$ cat config.mk
export PLATFORM = sky130hd
export DESIGN_NAME = dds_sweep_bank_flat
export DESIGN_NICKNAME = d
export VERILOG_FILES = /design/src/rtl/dds_pkg.sv /design/src/rtl/dds_sweep_bank_if.sv /design/src/rtl/dds_sweep_chan.sv /design/src/rtl/dds_sweep_bank.sv /design/src/flat_wrapper.sv
export SDC_FILE = /design/constraint.sdc
export NUM_CORES = 1
export LEC_CHECK = 0
export CAP_MARGIN = 20
export CORE_MARGIN = 4
export CORE_UTILIZATION = 45
export DETAILED_ROUTE_END_ITERATION = 7
export PLACE_DENSITY = 0.72
export SLEW_MARGIN = 0
export SYNTH_ARGS = -nofsm -noshare
export SYNTH_HDL_FRONTEND = slang
export SYNTH_SLANG_ARGS = --single-unit
$ cat constraint.sdc
create_clock -name i_clk -period 4.7 [get_ports i_clk]
set_input_delay 0.47 -clock i_clk [delete_from_list [all_inputs] [get_ports i_clk]]
set_output_delay 0.47 -clock i_clk [all_outputs]
set_load 0.05 [all_outputs]
$ cat src/rtl/dds_pkg.sv
// rtl/dds_pkg.sv - register map offsets, control bit positions and reset values
// Shared by the DDS sweep bank top and its per-channel engine.
package dds_pkg;

  localparam logic [2:0] OFF_CTRL     = 3'd0;
  localparam logic [2:0] OFF_FSTART_H = 3'd1;
  localparam logic [2:0] OFF_FSTART_L = 3'd2;
  localparam logic [2:0] OFF_FSTEP_H  = 3'd3;
  localparam logic [2:0] OFF_FSTEP_L  = 3'd4;
  localparam logic [2:0] OFF_FSTOP_H  = 3'd5;
  localparam logic [2:0] OFF_FSTOP_L  = 3'd6;
  localparam logic [2:0] OFF_PWORD    = 3'd7;

  localparam logic [2:0] OFF_DWELL_H   = 3'd0;
  localparam logic [2:0] OFF_DWELL_L   = 3'd1;
  localparam logic [2:0] OFF_SMAX_H    = 3'd2;
  localparam logic [2:0] OFF_SMAX_L    = 3'd3;
  localparam logic [2:0] OFF_SAMPLE_EN = 3'd4;
  localparam logic [2:0] OFF_SYNC      = 3'd5;

  localparam int CTRL_EN    = 0;
  localparam int CTRL_SWEEP = 1;
  localparam int CTRL_LOOP  = 2;

  localparam logic [2:0]  RST_CTRL = 3'b001;
  localparam logic [31:0] RST_FREQ = 32'h0083_12B0;
  localparam logic [31:0] RST_SMAX = 32'd5;

  // Update one 16-bit half of a 32-bit register image.
  function automatic logic [31:0] wr_half(input logic [31:0] cur, input logic hi,
                                          input logic [15:0] d);
    return hi ? {d, cur[15:0]} : {cur[31:16], d};
  endfunction

endpackage

$ cat src/rtl/dds_sweep_bank_if.sv
// rtl/dds_sweep_bank_if.sv - host register write bus for the DDS sweep bank
// Single-cycle write strobe with address and data.
interface dds_sweep_bank_if;
  logic        m_wr;
  logic [7:0]  m_addr;
  logic [15:0] m_wrdata;

  modport master (output m_wr, output m_addr, output m_wrdata);
  modport slave  (input  m_wr, input  m_addr, input  m_wrdata);
endinterface

$ cat src/rtl/dds_sweep_chan.sv
// rtl/dds_sweep_chan.sv - one DDS channel: current frequency word, sweep step/clamp,
// phase accumulator and registered phase index output.
module dds_sweep_chan
  import dds_pkg::*;
#(
  parameter int ACC_W   = 32,
  parameter int PHASE_W = 12
) (
  input  logic               i_clk,
  input  logic               i_rst_n,
  input  logic               i_en,
  input  logic               i_sweep_en,
  input  logic               i_loop,
  input  logic               i_restart,
  input  logic               i_sync,
  input  logic               i_tick,
  input  logic [ACC_W-1:0]   i_fstart,
  input  logic [ACC_W-1:0]   i_fstep,
  input  logic [ACC_W-1:0]   i_fstop,
  input  logic [PHASE_W-1:0] i_pword,
  output logic [PHASE_W-1:0] o_phase,
  output logic               o_done
);

  logic [ACC_W-1:0]   r_fcur;
  logic [ACC_W-1:0]   r_acc;
  logic [PHASE_W-1:0] r_phase;
  logic               r_done;
  logic [ACC_W:0]     w_nxt;

  // One extra bit so a step past 2^ACC_W clamps instead of wrapping.
  assign w_nxt = {1'b0, r_fcur} + {1'b0, i_fstep};

  always_ff @(posedge i_clk or negedge i_rst_n) begin
    if (!i_rst_n) begin
      r_fcur  <= '0;
      r_acc   <= '0;
      r_phase <= '0;
      r_done  <= 1'b0;
    end else begin
      if (i_restart) begin
        r_fcur <= i_fstart;
        r_done <= 1'b0;
      end else if (!i_sweep_en) begin
        r_fcur <= i_fstart;
      end else if (i_tick && !r_done) begin
        if (w_nxt <= {1'b0, i_fstop}) begin
          r_fcur <= w_nxt[ACC_W-1:0];
        end else if (i_loop) begin
          r_fcur <= i_fstart;
        end else begin
          r_fcur <= i_fstop;
          r_done <= 1'b1;
        end
      end

      if (i_sync)    r_acc <= '0;
      else if (i_en) r_acc <= r_acc + r_fcur;
      else           r_acc <= '0;

      r_phase <= i_en ? r_acc[ACC_W-1 -: PHASE_W] + i_pword : '0;
    end
  end

  assign o_phase = r_phase;
  assign o_done  = r_done;

endmodule

$ cat src/rtl/dds_sweep_bank.sv
// rtl/dds_sweep_bank.sv - multi-channel DDS control bank: register file, shared dwell
// counter, SYNC strobe and ADC sample strobe generator.
module dds_sweep_bank
  import dds_pkg::*;
#(
  parameter int         NCH      = 2,
  parameter int         ACC_W    = 32,
  parameter int         PHASE_W  = 12,
  parameter logic [7:0] CH_BASE  = 8'd16,
  parameter logic [7:0] GBL_BASE = 8'd8
) (
  input  logic                   i_clk,
  input  logic                   i_rst_n,
  dds_sweep_bank_if.slave        bus,
  output logic [NCH*PHASE_W-1:0] o_phase,
  output logic [NCH-1:0]         o_ch_en,
  output logic [NCH-1:0]         o_sweep_done,
  output logic                   o_sample_flag
);

  logic [2:0]         r_ctrl   [NCH];
  logic [31:0]        r_fstart [NCH];
  logic [31:0]        r_fstep  [NCH];
  logic [31:0]        r_fstop  [NCH];
  logic [PHASE_W-1:0] r_pword  [NCH];
  logic [NCH-1:0]     r_sweep_d;
  logic [31:0]        r_dwell, r_smax, r_dwell_cnt, r_smp_cnt;
  logic               r_sample_en, r_sample_flag;

  logic [NCH-1:0]     w_ch_wr, w_restart;
  logic               w_gbl_wr, w_sync, w_tick;

  // Blocks are 8-aligned, so the upper five address bits select the block.
  always_comb begin
    w_gbl_wr  = bus.m_wr && (bus.m_addr[7:3] == GBL_BASE[7:3]);
    w_sync    = w_gbl_wr && (bus.m_addr[2:0] == OFF_SYNC);
    w_ch_wr   = '0;
    w_restart = '0;
    for (int c = 0; c < NCH; c++) begin
      w_ch_wr[c]   = bus.m_wr && (bus.m_addr[7:3] == 5'(int'(CH_BASE[7:3]) + c));
      w_restart[c] = w_sync || (r_ctrl[c][CTRL_SWEEP] && !r_sweep_d[c]);
    end
    w_tick = !(|w_restart) && (r_dwell_cnt >= r_dwell);
  end

  always_ff @(posedge i_clk or negedge i_rst_n) begin
    if (!i_rst_n) begin
      for (int c = 0; c < NCH; c++) begin
        r_ctrl[c]   <= RST_CTRL;
        r_fstart[c] <= RST_FREQ;
        r_fstep[c]  <= '0;
        r_fstop[c]  <= RST_FREQ;
        r_pword[c]  <= '0;
      end
      r_sweep_d   <= '0;
      r_dwell     <= '0;
      r_smax      <= RST_SMAX;
      r_sample_en <= 1'b0;
    end else begin
      for (int c = 0; c < NCH; c++) begin
        r_sweep_d[c] <= r_ctrl[c][CTRL_SWEEP];
        if (w_ch_wr[c]) begin
          case (bus.m_addr[2:0])
            OFF_CTRL:     r_ctrl[c]   <= bus.m_wrdata[2:0];
            OFF_FSTART_H: r_fstart[c] <= wr_half(r_fstart[c], 1'b1, bus.m_wrdata);
            OFF_FSTART_L: r_fstart[c] <= wr_half(r_fstart[c], 1'b0, bus.m_wrdata);
            OFF_FSTEP_H:  r_fstep[c]  <= wr_half(r_fstep[c], 1'b1, bus.m_wrdata);
            OFF_FSTEP_L:  r_fstep[c]  <= wr_half(r_fstep[c], 1'b0, bus.m_wrdata);
            OFF_FSTOP_H:  r_fstop[c]  <= wr_half(r_fstop[c], 1'b1, bus.m_wrdata);
            OFF_FSTOP_L:  r_fstop[c]  <= wr_half(r_fstop[c], 1'b0, bus.m_wrdata);
            OFF_PWORD:    r_pword[c]  <= bus.m_wrdata[PHASE_W-1:0];
          endcase
        end
      end
      if (w_gbl_wr) begin
        case (bus.m_addr[2:0])
          OFF_DWELL_H:   r_dwell     <= wr_half(r_dwell, 1'b1, bus.m_wrdata);
          OFF_DWELL_L:   r_dwell     <= wr_half(r_dwell, 1'b0, bus.m_wrdata);
          OFF_SMAX_H:    r_smax      <= wr_half(r_smax, 1'b1, bus.m_wrdata);
          OFF_SMAX_L:    r_smax      <= wr_half(r_smax, 1'b0, bus.m_wrdata);
          OFF_SAMPLE_EN: r_sample_en <= bus.m_wrdata[0];
          default: ;
        endcase
      end
    end
  end

  // >= rather than == keeps both counters bounded if a limit shrinks mid-count.
  always_ff @(posedge i_clk or negedge i_rst_n) begin
    if (!i_rst_n) begin
      r_dwell_cnt   <= '0;
      r_smp_cnt     <= '0;
      r_sample_flag <= 1'b0;
    end else begin
      if ((|w_restart) || (r_dwell_cnt >= r_dwell)) r_dwell_cnt <= '0;
      else                                          r_dwell_cnt <= r_dwell_cnt + 32'd1;

      if (!r_sample_en) begin
        r_smp_cnt     <= '0;
        r_sample_flag <= 1'b0;
      end else begin
        r_sample_flag <= (r_smp_cnt >= r_smax);
        r_smp_cnt     <= (r_smp_cnt >= r_smax) ? 32'd0 : r_smp_cnt + 32'd1;
      end
    end
  end

  for (genvar c = 0; c < NCH; c++) begin : g_ch
    dds_sweep_chan #(
      .ACC_W   (ACC_W),
      .PHASE_W (PHASE_W)
    ) u_chan (
      .i_clk      (i_clk),
      .i_rst_n    (i_rst_n),
      .i_en       (r_ctrl[c][CTRL_EN]),
      .i_sweep_en (r_ctrl[c][CTRL_SWEEP]),
      .i_loop     (r_ctrl[c][CTRL_LOOP]),
      .i_restart  (w_restart[c]),
      .i_sync     (w_sync),
      .i_tick     (w_tick),
      .i_fstart   (r_fstart[c][ACC_W-1:0]),
      .i_fstep    (r_fstep[c][ACC_W-1:0]),
      .i_fstop    (r_fstop[c][ACC_W-1:0]),
      .i_pword    (r_pword[c]),
      .o_phase    (o_phase[c*PHASE_W +: PHASE_W]),
      .o_done     (o_sweep_done[c])
    );
    assign o_ch_en[c] = r_ctrl[c][CTRL_EN];
  end

  assign o_sample_flag = r_sample_flag;

endmodule
$ cat src/flat_wrapper.sv
// flat-port wrapper written by rule: the top's interface ports become plain ports
module dds_sweep_bank_flat import dds_pkg::*;
#(
  parameter int         NCH      = 2,
  parameter int         ACC_W    = 32,
  parameter int         PHASE_W  = 12,
  parameter logic [7:0] CH_BASE  = 8'd16,
  parameter logic [7:0] GBL_BASE = 8'd8
)
  (i_clk, i_rst_n, o_phase, o_ch_en, o_sweep_done, o_sample_flag, bus_m_wr, bus_m_addr, bus_m_wrdata);
  dds_sweep_bank_if bus_i ();
  input  logic i_clk;
  input  logic i_rst_n;
  output logic [NCH*PHASE_W-1:0] o_phase;
  output logic [NCH-1:0] o_ch_en;
  output logic [NCH-1:0] o_sweep_done;
  output logic o_sample_flag;
  input wire logic [$bits(bus_i.m_wr)-1:0] bus_m_wr;
  input wire logic [$bits(bus_i.m_addr)-1:0] bus_m_addr;
  input wire logic [$bits(bus_i.m_wrdata)-1:0] bus_m_wrdata;
  assign bus_i.m_wr = bus_m_wr;
  assign bus_i.m_addr = bus_m_addr;
  assign bus_i.m_wrdata = bus_m_wrdata;
  dds_sweep_bank #(.NCH(NCH), .ACC_W(ACC_W), .PHASE_W(PHASE_W), .CH_BASE(CH_BASE), .GBL_BASE(GBL_BASE)) u_core (.i_clk(i_clk), .i_rst_n(i_rst_n), .bus(bus_i), .o_phase(o_phase), .o_ch_en(o_ch_en), .o_sweep_done(o_sweep_done), .o_sample_flag(o_sample_flag));
endmodule
# Word level (Yosys, flattened, before mapping)
# Cells that the tools add are included.
op_classes:
  n_eq_ne: 16
  n_addsub: 8
  n_reduce_logical: 46
  n_mux: 35
  bitwise: 7
  magnitude_cmp: 4
op_table:
  columns: ["cell", "n"]
  rows:
  - ["$mux W32", 17]
  - ["$pmux W32 S2", 5]
  - ["$add A32 B32 Y33", 2]
  - ["$le A33 B32 Y1", 2]
  - ["$add A32 B1 Y32 const B", 2]
  - ["$add A32 B32 Y32", 2]
  - ["$ge A32 B32 Y1", 2]
  - ["$reduce_and A3 Y1", 16]
  - ["$add A12 B12 Y12", 2]
  - ["$mux W12", 2]
  - ["$eq A3 B3 Y1 const B", 4]
  - ["$mux W1", 11]
  - ["$eq A5 B2 Y1 const B", 2]
  - ["$reduce_and A2 Y1", 5]
  - ["$logic_and A1 B1 Y1", 9]
  - ["$ne A2 B2 Y1 const B", 4]
  - ["$reduce_and A4 Y1", 2]
  - ["$reduce_bool A2 Y1", 4]
  - ["$not A1 Y1", 7]
  - ["$eq A3 B2 Y1 const B", 2]
  - ["$ne A3 B3 Y1 const B", 2]
  - ["$eq A5 B1 Y1 const B", 1]
  - ["$logic_not A1 Y1", 5]
  - ["$eq A3 B1 Y1 const B", 1]
  - ["other kinds (3)", 5]
word_totals:
  register_bits: 508
  output_inout_bits: 29

# Longest topological paths before layout
logic_depth:
  ltp_word: 11
  depth_mapped: 24
  depth_no_buf: 22

# Modules after synthesis
# From an unflattened synthesis, not the netlist that was laid out.
hier_totals:
  hier_cells: 3185
  area_unflattened_um2: 30935.9
by_module_without_submodules:
  columns: ["module", "seq_area_each_um2", "area_each_um2", "cells_per_inst", "instances"]
  rows:
  - ["dds_sweep_bank", 8903.5, 15880.2, 1419, 1]
  - ["dds_sweep_chan at u_core.g_ch[0].u_chan", 1926.8, 7571.0, 882, 1]
  - ["dds_sweep_chan at u_core.g_ch[1].u_chan", 1926.8, 7484.7, 884, 1]

# Least setup slack after synthesis
# No wires, ideal clock.
synth_timing:
  path_type: "reg-to-reg"
  startpoint: "reg u_core.g_ch[0].u_chan.r_fcur[1]"
  endpoint: "reg u_core.g_ch[0].u_chan.r_fcur[20]"
  path_buffers: 2
  stages_incl_launch_ff: 23
  arrival_time_ps: 4626
  setup_ps: 137
  period_less_slack_ps: 4763
  path_slack_ps: -63
  t_required_ps: 4563
  path_cell_list: "dfrtp_1 > ha_1 > a211oi_1 > o21ai_0 > nand4_1 > o211ai_1 > a221o_1 > a41oi_1 > a31o_2 > o21ai_0 > xor2_1 > ha_1 > and4_1 > nand4_1 > or3_1 > o211ai_1 > or3_1 > a32o_1 > buf_2 > clkbuf_1 > nand3_1 > o21ai_0 > a21oi_1"
synth_via:
  elab_chain_len: 6
synth_rtl:
  columns: ["item", "line_no", "text"]
  rows:
  - ["from (decl)", "dds_sweep_chan.sv:25", "logic [ACC_W-1:0] r_fcur;"]
  - ["from (signal assigned)", "dds_sweep_chan.sv:42", "r_fcur <= i_fstart;"]
  - ["from (signal assigned)", "dds_sweep_chan.sv:45", "r_fcur <= i_fstart;"]
  - ["from (signal assigned)", "dds_sweep_chan.sv:48", "r_fcur <= w_nxt[ACC_W-1:0];"]
  - ["$add A32 B32 Y33 (*)", "dds_sweep_chan.sv:32", "assign w_nxt = {1'b0, r_fcur} + {1'b0, i_fstep};"]
  - ["$le A33 B32 Y1", "dds_sweep_chan.sv:47", "if (w_nxt <= {1'b0, i_fstop}) begin"]
  - ["$mux W32 (*)", "dds_sweep_chan.sv:47", null]
  - ["$mux W32 (*)", "dds_sweep_chan.sv:46", "end else if (i_tick && !r_done) begin"]
  - ["$mux W32 (*)", "dds_sweep_chan.sv:44", "end else if (!i_sweep_en) begin"]
  - ["$mux W32 (*)", "dds_sweep_chan.sv:41", "if (i_restart) begin"]
# Mark *: on every way between the ends. The rest lies on a longest branch, timed or not. The select of a mux whose other input is x is not followed.
# A chain may end at the register's enable or synchronous reset.

# Worst setup path after layout
layout_timing:
  startpoint: "reg u_core.r_fstep[39] in the netlist's numbering"
  endpoint: "reg u_core.g_ch[0].u_chan.r_fcur[29]"
layout_via:
  elab_chain_len: 6
layout_rtl:
  columns: ["item", "line_no", "text"]
  rows:
  - ["from (decl)", "dds_sweep_bank.sv:23", "logic [31:0] r_fstep [NCH];"]
  - ["from (signal, indexed assignment)", "dds_sweep_bank.sv:67", "OFF_FSTEP_H: r_fstep[c] <= wr_half(r_fstep[c], 1'b1, bus.m_wrdata);"]
  - ["from (signal, indexed assignment)", "dds_sweep_bank.sv:68", "OFF_FSTEP_L: r_fstep[c] <= wr_half(r_fstep[c], 1'b0, bus.m_wrdata);"]
  - ["$add A32 B32 Y33 (*)", "dds_sweep_chan.sv:32", null]
  - ["$le A33 B32 Y1", "dds_sweep_chan.sv:47", null]
  - ["$mux W32 (*)", "dds_sweep_chan.sv:47", null]
  - ["$mux W32 (*)", "dds_sweep_chan.sv:46", null]
  - ["$mux W32 (*)", "dds_sweep_chan.sv:44", null]
  - ["$mux W32 (*)", "dds_sweep_chan.sv:41", null]
# Marked as above.

==> results.cfg <==
[place]
post_dp_cell_area_sq_um = 33200
dpl.cell_count = 4224
port_buffers = 55
hpwl_microns = 58500
place_ws_ns = -0.417
routabilityCongestion = 0.910

[synth]
synthSimpleGateAreaFrac = 0.141
synth_top_flop_cell = dfrtp_1
synthCells = 3231
synth_compound_area_frac = 0.162
synth.area.mux_share = 0.0689
ys_warn_count = 0
syn_nets = 3542
synth_edf_count = 0
synth_top_area_cell = dfrtp_1
synth_top_family_by_area = compound AO/OA/AOI/OAI gates
ys_ff_latch = 508
yosysUniqueCellTypes = 75
synthTopCellsByArea = dfrtp_1 (39%), ha_1 (11%), mux2_2 (5.9%)
seq_area_frac_synth = 0.418
synth.most_common_cell = dfrtp_1
async_flop_share = 1.00
synth_top_area_share = 0.387
syn_area_sq_um = 30500
synth_fa_ha_area_frac = 0.118
syn_area_per_cell_sq_um = 9.44
synthTopCellsByCount = dfrtp_1 (472), nand2_1 (384), ha_1 (278)
synth-xor-area-share = 0.0517

[setup_path]
crit_buf_inv = 0
path_class = reg -> reg
crit_slowest_cell = or4_4
cp_max_fo = 8
crit_path_frequent_cell = ha_1
worst-endpoint-arrival_ns = 5.44
cp-end-kind = register
crit_family = compound AO/OA/AOI/OAI gates
worstSetupStartpointType = register
slowest_delay_ns = 0.54
critical_path.cell_chain = ha_1, a211o_1, a21oi_2, o211ai_1, a221o_1, a41oi_4, a31o_4, o21ai_4, xor2_2, ha_1, and4_1, nand4_1, nor3_1, nand4b_1, a32o_2, or4_4, o211a_1
cp_data_required_time_ns = 5.21

[grt]
grt_pass1_wl_microns = 133000
antenna_found_initial = 5
grt_max_degree = 106
grt_pass1_vias = 24000
grtUsageTotal = 0.232
grt-ovfl-total = 0

[final_layout]
nNetsFinal = 3769
drive_gt1_frac = 0.197
layout.cells.non_filler = 4375
area_growth_pct = 19.8
fill_cells = 5768
final_area_sq_um = 36500
fin_util = 0.544

[timing]
relSlewSlack = 0.0519
setup_viol = 51
hold_violations = 0
fin_crit_sh = 1.05
worst_slew_pin_slew_ns = 1.42
rsz0062_at_grt = yes
setup_slack_ns = -0.228
fmax_mhz = 203
worst_clock_skew_ns = 0.0160
fin_crit_ns = 4.93
slew_violations = 0

[drt]
ant_nets = 0
firstDrtPassIters = 5
vias_per_cell = 5.74
first_iter_violations = 2033
wire_per_inst_microns = 19.7
num_vias = 25100
finalWirelength_microns = 86100
drc = 0

[clocking]
h-tree-depth = 2
cts_buffers = 53
clock-root-buffer = clkbuf_16
clk_pin_slew_ns = 0.07
clock_sink_count = 508
cts_tree = done
clock_latency_ns = 0.61
cts.path.max_buffers = 3

[power_and_ir_drop]
p_leak_uw = 0.0177
ir_drop_mv = 0.305
power_density_nw_per_um2 = 330

[hold_path]
holdCritPathClass = in -> reg

[flow_run]
maxCapViolations = 0

[outcome]
status = complete, but fails checks
violations = setup timing

[floorplanning]
initial_core_util = 0.454
die-height_microns = 268
die_area_sq_um = 72000
core_area_sq_um = 67200
io_pins = 56
placementRows = 95
die_w_microns = 268
-- area by class of cell --
| class | instances | area [sq um] | share of cell area |
|---|---|---|---|
| Clock buffer | 65 | 1460 | 0.0400 |
| Sequential cell | 508 | 12800 | 0.349 |
| Antenna cell | 1 | 2.50 | 0.0000685 |
| Multi-Input combinational cell | 2402 | 17400 | 0.475 |
| Tap cell | 873 | 1090 | 0.0299 |
| Inverter | 188 | 708 | 0.0194 |
| Timing Repair Buffer | 305 | 2750 | 0.0753 |
| Clock inverter | 33 | 393 | 0.0108 |
-- cell usage in the layout (no fill, tap or decap), types with 37 or more instances in the layout --
| cell | instances |
|---|---|
| dfrtp_1 | 472 |
| nand2_1 | 382 |
| ha_1 | 269 |
| nor2_1 | 249 |
| o21ai_0 | 218 |
| buf_4 | 212 |
| inv_1 | 185 |
| a21oi_1 | 162 |
| mux2_2 | 160 |
| a21o_1 | 97 |
| xnor2_1 | 97 |
| xor2_1 | 78 |
| nand3_1 | 67 |
| clkbuf_16 | 60 |
| clkdlybuf4s50_1 | 51 |
| nand4_1 | 38 |
| nor3_1 | 37 |
| and2_1 | 37 |
-- logic make-up after synthesis --
family	after synthesis
simple gates	954
compound gates	794
flops	508
buf+inv	321
fa+ha+maj	284
mux	190
xor+xnor	180
-- worst min-delay path, cell delays in order --
cell and delay [ns]:
buf_2 0.34, nand2_1 0.13, o21ai_0 0.07
-- stage by stage --
step	TNS, ns	hold WS (ns)	total power, uW
global route	-19.24	0.476	12500
global placement	-9.82	0.457	6970
floorplan	0	0.174	6090
detailed placement	-19.94	0.453	7010
CTS	-2.65	0.422	11700
finish	-6.27	0.463	12100
-- where the power goes --
group	internal, uW	total, uW	leakage [uW]	switching (uW)
sequential	4550	4710	0.00691	163
clock	2610	4510	0.000904	1900
combinational	1220	2840	0.00992	1620
total	8390	12100	0.0177	3680
-- flip-flops by register name, indices dropped and copies added, names as in the netlist --
signal and count:
u_core.r_dwell 32, u_core.r_dwell_cnt 32, u_core.g_ch.u_chan.o_done 2, u_core.r_pword 24, u_core.r_ctrl 4, u_core.r_sample_en 1, u_core.g_ch.u_chan.o_phase 24, u_core.r_smp_cnt 32
u_core.o_ch_en 2, u_core.r_sweep_d 2, u_core.o_sample_flag 1, u_core.r_smax 32, u_core.g_ch.u_chan.r_fcur 64, u_core.r_fstep 64, u_core.g_ch.u_chan.r_acc 64, u_core.r_fstart 64
u_core.r_fstop 64
-- what timing repair did --
item	4_1_cts	5_1_grt
buffers inserted	21	26
hold endpoints to repair	90	0
resized for setup	59	165
pin swaps	50	94
endpoints found under the setup margin	66	66
hold buffers	1	0
cloned	3	5
-- metal layers --
| layer | track usage | up-vias | routed length [microns] |
|---|---|---|---|
| li1 | - | 11800 | - |
| met1 | 0.331 | 12300 | 38500 |
| met2 | 0.372 | 786 | 39700 |
| met3 | 0.0337 | 137 | 5920 |
| met4 | 0.0605 | 0 | 2040 |
| met5 | 0 | - | 0 |
-- path summary, 6_finish.rpt --
kind / start / endpoint / slack [ns] / depth (start not counted)
max in group asynchronous: i_rst_n / u_core.r_fstart[9] / 3.14 / 3
setup / recovery: u_core.r_fstep[39] / u_core.g_ch[0].u_chan.r_fcur[29] / -0.23 / 17
hold reg to reg: u_core.r_dwell[31] / u_core.r_dwell[31] / 0.48 / 2
setup reg to reg: u_core.r_fstep[39] / u_core.g_ch[0].u_chan.r_fcur[29] / -0.23 / 17
hold / removal: bus_m_wrdata[9] / u_core.r_dwell[25] / 0.46 / 3
min in group asynchronous: i_rst_n / u_core.r_dwell_cnt[20] / 0.53 / 2
No activity file was read; power rests on OpenSTA's default activity.
